==> src/rtl/mix_columns_engine.sv <==
`default_nettype none
// ============================================================================
// Module   : mix_columns_engine
// Purpose  : Handshaked AES MixColumns / InvMixColumns engine operating on the
//            128-bit state matrix, COLS_PER_CYCLE columns per clock.
// Revision : 1.0 - initial release
// ----------------------------------------------------------------------------
// Parameters:
//   COLS_PER_CYCLE - columns transformed per clock (1, 2 or 4)
// Ports:
//   clk        in   1    system clock, rising edge
//   reset_n    in   1    asynchronous active-low reset
//   in_valid   in   1    in_state / in_inv valid
//   in_ready   out  1    engine can accept a state this cycle
//   in_state   in   128  column c = bits [127-32c -: 32], byte 0 in MSBs
//   in_inv     in   1    0 = MixColumns, 1 = InvMixColumns
//   out_valid  out  1    out_state holds a finished result
//   out_ready  in   1    downstream accepts out_state
//   out_state  out  128  transformed state, same ordering as in_state
//   busy       out  1    high while columns are being transformed
// ============================================================================
module mix_columns_engine #(
  parameter int COLS_PER_CYCLE = 1
) (
  input  logic         clk,
  input  logic         reset_n,
  input  logic         in_valid,
  output logic         in_ready,
  input  logic [127:0] in_state,
  input  logic         in_inv,
  output logic         out_valid,
  input  logic         out_ready,
  output logic [127:0] out_state,
  output logic         busy
);

  generate
    if (!(COLS_PER_CYCLE == 1 || COLS_PER_CYCLE == 2 || COLS_PER_CYCLE == 4)) begin : g_bad_cols
      $error("mix_columns_engine: COLS_PER_CYCLE must be 1, 2 or 4");
    end
  endgenerate

  // Number of RUN cycles per state; guarded so an illegal width still
  // elaborates far enough to report the error above.
  localparam int         N_RUN  = (COLS_PER_CYCLE == 1 || COLS_PER_CYCLE == 2 ||
                                   COLS_PER_CYCLE == 4) ? (4 / COLS_PER_CYCLE) : 1;
  localparam logic [1:0] LAST_K = 2'(N_RUN - 1);

  typedef enum logic [1:0] {
    IDLE = 2'd0,
    RUN  = 2'd1,
    DONE = 2'd2
  } state_t;

  state_t       state;
  state_t       state_next;
  logic [1:0]   k;          // column-group counter within RUN
  logic [127:0] work;       // working register, transformed in place
  logic         inv;        // latched transform direction
  logic         accept;
  logic [127:0] work_next;

  // GF(2^8) multiply by x, reduction polynomial 0x11B.
  function automatic logic [7:0] xt(input logic [7:0] b);
    return {b[6:0], 1'b0} ^ (b[7] ? 8'h1b : 8'h00);
  endfunction

  // One column. The inverse is factored as a cheap {05,00,04,00}
  // premultiply followed by the forward transform, so both directions
  // share the same XOR network.
  function automatic logic [31:0] mix_column(input logic [31:0] col, input logic inv_mode);
    logic [7:0] a0, a1, a2, a3, u, v, t;
    a0 = col[31:24];
    a1 = col[23:16];
    a2 = col[15:8];
    a3 = col[7:0];
    if (inv_mode) begin
      u  = xt(xt(a0 ^ a2));
      v  = xt(xt(a1 ^ a3));
      a0 = a0 ^ u;
      a1 = a1 ^ v;
      a2 = a2 ^ u;
      a3 = a3 ^ v;
    end
    t = a0 ^ a1 ^ a2 ^ a3;
    return {a0 ^ t ^ xt(a0 ^ a1),
            a1 ^ t ^ xt(a1 ^ a2),
            a2 ^ t ^ xt(a2 ^ a3),
            a3 ^ t ^ xt(a3 ^ a0)};
  endfunction

  // Column lanes: lane j handles column k*COLS_PER_CYCLE + j.
  logic [1:0]  lane_col [COLS_PER_CYCLE];
  logic [31:0] lane_in  [COLS_PER_CYCLE];
  logic [31:0] lane_out [COLS_PER_CYCLE];

  generate
    for (genvar j = 0; j < COLS_PER_CYCLE; j++) begin : g_lane
      assign lane_col[j] = 2'(int'(k) * COLS_PER_CYCLE + j);
      assign lane_in[j]  = work[127 - 32*lane_col[j] -: 32];
      assign lane_out[j] = mix_column(lane_in[j], inv);
    end
  endgenerate

  always_comb begin
    work_next = work;
    for (int j = 0; j < COLS_PER_CYCLE; j++) begin
      work_next[127 - 32*lane_col[j] -: 32] = lane_out[j];
    end
  end

  // Next-state and handshake outputs.
  always_comb begin
    state_next = state;
    in_ready   = 1'b0;
    out_valid  = 1'b0;
    busy       = 1'b0;
    accept     = 1'b0;
    case (state)
      IDLE: begin
        in_ready = 1'b1;
        if (in_valid) begin
          accept     = 1'b1;
          state_next = RUN;
        end
      end
      RUN: begin
        busy = 1'b1;
        if (k == LAST_K) begin
          state_next = DONE;
        end
      end
      DONE: begin
        out_valid = 1'b1;
        // Hand-off and new accept can share a cycle: no IDLE bubble.
        in_ready  = out_ready;
        if (out_ready) begin
          if (in_valid) begin
            accept     = 1'b1;
            state_next = RUN;
          end else begin
            state_next = IDLE;
          end
        end
      end
      default: state_next = IDLE;
    endcase
  end

  always_ff @(posedge clk or negedge reset_n) begin
    if (!reset_n) begin
      state <= IDLE;
    end else begin
      state <= state_next;
    end
  end

  always_ff @(posedge clk or negedge reset_n) begin
    if (!reset_n) begin
      k    <= 2'd0;
      work <= 128'd0;
      inv  <= 1'b0;
    end else if (accept) begin
      k    <= 2'd0;
      work <= in_state;
      inv  <= in_inv;
    end else if (state == RUN) begin
      k    <= k + 2'd1;
      work <= work_next;
    end
  end

  assign out_state = work;

endmodule
`default_nettype wire

==> config.mk <==
export PLATFORM = sky130hd
export DESIGN_NAME = mix_columns_engine
export DESIGN_NICKNAME = d
export VERILOG_FILES = /design/src/rtl/mix_columns_engine.sv
export SDC_FILE = /design/constraint.sdc
export NUM_CORES = 1
export LEC_CHECK = 0
export ABC_AREA = 1
export CAP_MARGIN = 10
export CORE_MARGIN = 3
export CORE_UTILIZATION = 51
export CTS_CLUSTER_SIZE = 40
export DETAILED_ROUTE_END_ITERATION = 12
export PLACE_DENSITY = 0.94
export SLEW_MARGIN = 20
export SYNTH_ARGS = -nofsm -noshare
export SYNTH_HDL_FRONTEND = slang
export SYNTH_SLANG_ARGS = --single-unit
==> constraint.sdc <==
create_clock -name clk -period 2.76 [get_ports clk]
set_clock_uncertainty 0.2 [all_clocks]
set_input_delay 0.552 -clock clk [delete_from_list [all_inputs] [get_ports clk]]
set_output_delay 0.552 -clock clk [all_outputs]
set_load 0.05 [all_outputs]
==> impl_metrics.prom, run 1 <==
# TYPE chip_impl_metric gauge
chip_impl_metric{name="synthesis.instances",unit=""} 1711
chip_impl_info{name="synth_top_area_cell",value="dfrtp_1"} 1
chip_impl_info{name="failing_step",value="5_1_grt"} 1
chip_impl_metric{name="mappedNetlistArea",unit="µm²"} 10700
chip_impl_metric{name="adder_and_majority_cell_fraction_of_the_synthesized_area",unit="%"} 0.467
chip_impl_metric{name="post_synthesis_sequential_element_count",unit=""} 133
chip_impl_metric{name="die_h",unit="µm"} 151
chip_impl_metric{name="maximum_number_of_pins_on_one_net_before_global_route_repair",unit=""} 84
chip_impl_metric{name="mappedNetlistNets",unit=""} 1848
chip_impl_metric{name="synth_xor_area_share",unit="%"} 5.47
chip_impl_metric{name="global_route_total_overflow",unit=""} 95
chip_impl_metric{name="die-width",unit="µm"} 151
chip_impl_metric{name="core.rowCount",unit=""} 52
chip_impl_info{name="worstEndpointType",value="sequential cell input"} 1
chip_impl_metric{name="cts-root-to-sink-buffers",unit=""} 2
chip_impl_metric{name="grt_use_total",unit="%"} 80.5
chip_impl_metric{name="start_util",unit="%"} 52.4
chip_impl_metric{name="cts.sink_count",unit=""} 133
chip_impl_metric{name="post_synth.cell_area_avg",unit="µm²"} 6.26
chip_impl_info{name="largest_family_of_logic_cells_by_synthesized_area",value="simple AND/OR/NAND/NOR gates"} 1
chip_impl_metric{name="synth_top_area_share",unit="%"} 31.1
chip_impl_metric{name="port_buf_inserts",unit=""} 263
chip_impl_metric{name="gp_congestion",unit=""} 1.10
chip_impl_info{name="postGrtWorstEndpoint",value="out_state[5]$_DFFE_PN0P_/D"} 1
chip_impl_info{name="error",value="[ERROR GRT-0232] Routing congestion too high. Check the congestion heatmap in the GUI."} 1
chip_impl_metric{name="hpwl",unit="µm"} 33900
chip_impl_metric{name="synth_warnings",unit=""} 0
chip_impl_metric{name="synth_simple_gate_area_share",unit="%"} 47.0
chip_impl_metric{name="netlist-cell-type-count",unit=""} 30
chip_impl_info{name="cts-root-buf",value="clkbuf_16"} 1
chip_impl_metric{name="post_synthesis_sequential_area_ratio",unit="%"} 31.1
chip_impl_metric{name="mux_share_of_post_synthesis_cell_area",unit="%"} 0
chip_impl_metric{name="cts_max_level",unit=""} 4
chip_impl_info{name="outcome",value="aborted with a tool error"} 1
chip_impl_metric{name="cts_bufs_inserted",unit=""} 17
chip_impl_metric{name="synth_compound_area_share",unit="%"} 6.71
chip_impl_metric{name="design.portCount",unit=""} 264
chip_impl_info{name="synthTopCellsByArea",value="dfrtp_1, nand2_1, nand3_1"} 1
## synth_stat cells
library cell,n
buf_1,24
xor2_2,5
clkbuf_1,32
nand3_2,2
clkinv_2,1
nand2_2,23
a22o_1,62
clkinv_1,2
buf_6,6
nand4_1,55
o211ai_1,10
xor2_1,33
xnor3_1,1
nand3_1,269
buf_4,7
buf_2,15
o21ai_0,12
o21bai_1,4
inv_1,137
inv_2,17
dfrtp_1,133
xnor2_1,9
ha_1,4
nor3_1,6
or2_1,4
nor2_1,12
a21oi_1,2
nand3b_1,2
xnor2_2,7
nand2_1,815
## through the flow
step | setup TNS (ns) | setup slack [ns] | util [%] | instances | cell area [µm²]
4_1_cts | -4.60 | -0.101 | 78.9 | 2361 | 16100
3_3_place_gp | -7.87 | -0.253 | 71.6 | 2313 | 14600
2_1_floorplan | 0 | 0.0886 | - | 1711 | 10700
3_5_place_dp | -20.19 | -0.382 | 71.6 | 2313 | 14600
## timing repair
item,CTS
setup endpoints to repair,128
setup buffers,12
cloned,3
gates resized for setup,188
hold endpoints to repair,65
pin swaps,35
hold buffers,1
## metal layers
layer | overflow | global-route usage, %
met3 | 2 | 70.6
met4 | 44 | 82.1
met1 | 1 | 78.9
met5 | 0 | 50.0
met2 | 48 | 92.0
## cell families after synthesis
family / Yosys count
and+or+nand+nor: 1188
AOI/OAI and AO/OA: 90
buffers and inverters: 241
DFF: 133
xor gates and xnor gates: 55
adders and majority gates: 4
==> run 2: changes to the inputs <==
- CORE_UTILIZATION: 51 -> 40
- CTS_CLUSTER_SIZE: 40 -> default
- PLACE_DENSITY: 0.94 -> default
- PLACE_DENSITY_LB_ADDON: default -> 0.15
==> impl_metrics.prom, run 2 <==
# TYPE chip_impl_metric gauge
chip_impl_info{name="outcome",value="finished, violations left"} 1
chip_impl_info{name="failing_checks",value="negative setup slack"} 1
chip_impl_info{name="hp-class",value="flip-flop to flip-flop"} 1
chip_impl_info{name="critPathLaunchType",value="flip-flop"} 1
chip_impl_info{name="setup.worst_path.end_class",value="flip-flop"} 1
chip_impl_metric{name="dr.pass1.iters",unit=""} 5
chip_impl_metric{name="die_h",unit="µm"} 170
chip_impl_metric{name="async_flop_share",unit="%"} 100
chip_impl_metric{name="cts-root-to-sink-buffers",unit=""} 2
chip_impl_info{name="tritoncts_clock_tree",value="yes"} 1
chip_impl_info{name="cp_cell_sequence",value="buf_4, inv_6, buf_4, nand2_1, nand2_1, nand2_1, nand2_2, nand2_4, nand2_4, nand2_8, buf_6, xnor2_4, buf_6, buf_6, xor2_2, xor2_1, buf_4, nand3_1, nand3_1"} 1
chip_impl_metric{name="post_synth.cell_area_avg",unit="µm²"} 6.26
chip_impl_metric{name="cap_violations",unit=""} 0
chip_impl_metric{name="postLayoutSetupSlackWorst",unit="ns"} -0.305
chip_impl_metric{name="drtIter0Drc",unit=""} 1328
chip_impl_metric{name="mappedNetlistArea",unit="µm²"} 10700
chip_impl_metric{name="synth_top_area_share",unit="%"} 31.1
chip_impl_metric{name="worst_path_largest_cell_delay",unit="ns"} 0.58
chip_impl_metric{name="setup_viol",unit=""} 127
chip_impl_metric{name="grt_pass1_vias",unit=""} 13200
chip_impl_metric{name="holdWs",unit="ns"} 0.342
chip_impl_metric{name="start_util",unit="%"} 40.9
chip_impl_metric{name="timing.critical_path.required",unit="ns"} 2.94
chip_impl_metric{name="cts.clk_slew.worst_paths",unit="ns"} 0.07
chip_impl_info{name="critical_setup_path_class",value="flip-flop to flip-flop"} 1
chip_impl_metric{name="report.final.slew_viol_count",unit=""} 0
chip_impl_metric{name="grt_use_total",unit="%"} 33.8
chip_impl_metric{name="seq_area",unit="µm²"} 3330
chip_impl_metric{name="number_of_fillers_in_the_final_layout",unit=""} 2278
chip_impl_metric{name="synthToLayoutAreaGrowth",unit="%"} 64.7
chip_impl_metric{name="port_buf_inserts",unit=""} 263
chip_impl_metric{name="die-width",unit="µm"} 170
chip_impl_metric{name="synth-edff-count",unit=""} 0
chip_impl_metric{name="global_route_total_overflow",unit=""} 0
chip_impl_metric{name="clock_latency",unit="ns"} 0.44
chip_impl_metric{name="design.portCount",unit=""} 264
chip_impl_metric{name="dieArea",unit="µm²"} 28800
chip_impl_metric{name="multi_input_comb_area",unit="µm²"} 7590
chip_impl_metric{name="synthesis.instances",unit=""} 1711
chip_impl_metric{name="mappedNetlistNets",unit=""} 1848
chip_impl_metric{name="synth_warnings",unit=""} 0
chip_impl_metric{name="diodes",unit=""} 0
chip_impl_metric{name="routed_wirelength",unit="µm"} 50300
chip_impl_metric{name="cts_max_level",unit=""} 4
chip_impl_metric{name="final_period_minus_worst_setup_slack",unit="ns"} 3.07
chip_impl_metric{name="gp_congestion",unit=""} 0.955
chip_impl_info{name="post-synth-top-count-cell",value="nand2_1"} 1
chip_impl_info{name="synth_top_area_cell",value="dfrtp_1"} 1
chip_impl_info{name="critical_path.slowest_cell",value="dfrtp_4"} 1
chip_impl_metric{name="drive_gt1_share",unit="%"} 28.1
chip_impl_metric{name="cts.sink_count",unit=""} 133
chip_impl_metric{name="maximum_number_of_pins_on_one_net_before_global_route_repair",unit=""} 47
chip_impl_metric{name="netlist-cell-type-count",unit=""} 30
chip_impl_metric{name="fmax",unit="GHz"} 0.326
chip_impl_metric{name="num_vias",unit=""} 13800
chip_impl_metric{name="arrival_worst_endpoint",unit="ns"} 3.24
chip_impl_metric{name="hold_violations",unit=""} 0
chip_impl_metric{name="finalCoreUtilization",unit="%"} 67.3
chip_impl_metric{name="antenna_violating_nets_post_route",unit=""} 0
chip_impl_metric{name="largest_register_ff_count",unit=""} 128
chip_impl_info{name="cts-root-buf",value="clkbuf_16"} 1
chip_impl_metric{name="core_area",unit="µm²"} 26200
chip_impl_metric{name="vias_per_cell",unit=""} 5.47
chip_impl_metric{name="maxSlewHeadroom",unit="%"} 59.9
chip_impl_info{name="most-common-layout-cells",value="nand2_1, clkdlybuf4s50_1, nand3_1"} 1
chip_impl_metric{name="tightest_pin_transition",unit="ns"} 0.600
chip_impl_metric{name="layout_worst_path_cycle_share",unit="%"} 111
chip_impl_info{name="synthTopCellsByArea",value="dfrtp_1, nand2_1, nand3_1"} 1
chip_impl_info{name="crit_family",value="buffers and inverters"} 1
chip_impl_info{name="post_synth_most_frequent_cells",value="nand2_1, nand3_1, inv_1"} 1
chip_impl_metric{name="critical_path_fanouts_max",unit=""} 7
chip_impl_metric{name="timing.setup.tns",unit="ns"} -18.89
chip_impl_metric{name="hpwl",unit="µm"} 37400
chip_impl_metric{name="preCtsSetupSlack",unit="ns"} -0.440
chip_impl_info{name="synth_top_flop_cell",value="dfrtp_1"} 1
chip_impl_metric{name="route.detailed.wl_per_inst",unit="µm"} 20.0
chip_impl_metric{name="cts_bufs_inserted",unit=""} 17
chip_impl_metric{name="layout.nets",unit=""} 2304
chip_impl_metric{name="grt_first_pass_wirelength",unit="µm"} 75400
chip_impl_metric{name="post_synthesis_sequential_element_count",unit=""} 133
chip_impl_info{name="layout_commonest_cell",value="nand2_1"} 1
chip_impl_metric{name="core.rowCount",unit=""} 59
chip_impl_metric{name="drc",unit=""} 0
chip_impl_metric{name="antenna_violations_before_repair",unit=""} 0
chip_impl_metric{name="critical_path.n_buffers_inverters",unit=""} 7
chip_impl_metric{name="post_synthesis_sequential_area_ratio",unit="%"} 31.1
chip_impl_info{name="rsz0062_at_grt",value="yes"} 1
## run 2: area by class of cell
class / instances / area share [%]
multi-input combinational: 1337 / 43.0
timing repair buffer: 520 / 29.0
sequential: 133 / 18.9
inverter: 157 / 3.45
clock buffer: 18 / 2.49
tap: 335 / 2.38
clock inverter: 14 / 0.738
timing repair inverter: 1 / 0.0497
## run 2: metal layers
metal / GRT usage (%) / vias up / share of wire (%) / wire length (µm)
met1: 47.3 / 6598 / 43 / 21400
met5: 0 / - / 0 / 0
met3: 5.15 / 84 / 8.0 / 4020
met4: 6.93 / 0 / 2.1 / 1040
met2: 55.6 / 665 / 47 / 23800
li1: - / 6410 / - / -
## run 2: timing repair
item,4_1_cts,5_1_grt
setup endpoints to repair,128,128
hold buffers,1,0
setup buffers,8,21
gates resized for setup,145,194
hold endpoints to repair,42,0
gates cloned,6,2
pin swaps,8,68
## run 2: metrics by stage
step	cell area [µm²]	instances
after floorplan	10700	1711
after global placement	15300	2446
after detailed placement	15300	2446
after CTS	16700	2493
after global routing	17600	2515
final	17600	2515
## run 2: final timing paths
check                              start            end  slack (ns)  cells past startpoint
setup / recovery                    k[0]  out_state[72]       -0.31                     19
hold / removal             out_state[15]  out_state[15]        0.34                      2
setup reg to reg                    k[0]  out_state[72]       -0.31                     19
hold reg to reg            out_state[15]  out_state[15]        0.34                      2
max in group asynchronous        reset_n  out_state[21]        1.35                      3
min in group asynchronous        reset_n  out_state[95]        0.40                      2
## run 2: cells by family (layout without fill, tap and decap cells)
logic type	Yosys count	after routing	synth area share [%]
AND/OR/NAND/NOR	1188	1188	47.0
XOR/XNOR	55	55	5.47
adder cells (fa/ha/maj)	4	4	0.467
AO/OA/AOI/OAI	90	90	6.71
flip-flops	133	133	31.1
buffers and inverters	241	710	9.30
## run 2: worst reg2reg max path, delay by kind of cell, from the launching register on
kind	cells	cell delay [ns]
flip-flops	1	0.58
AND/OR/NAND/NOR	9	0.72
XOR/XNOR	3	0.58
buffers and inverters	7	0.93
Power of run 2 is not shown: default switching activity piles up to over one toggle a cycle in this logic, so the estimate is an artifact.
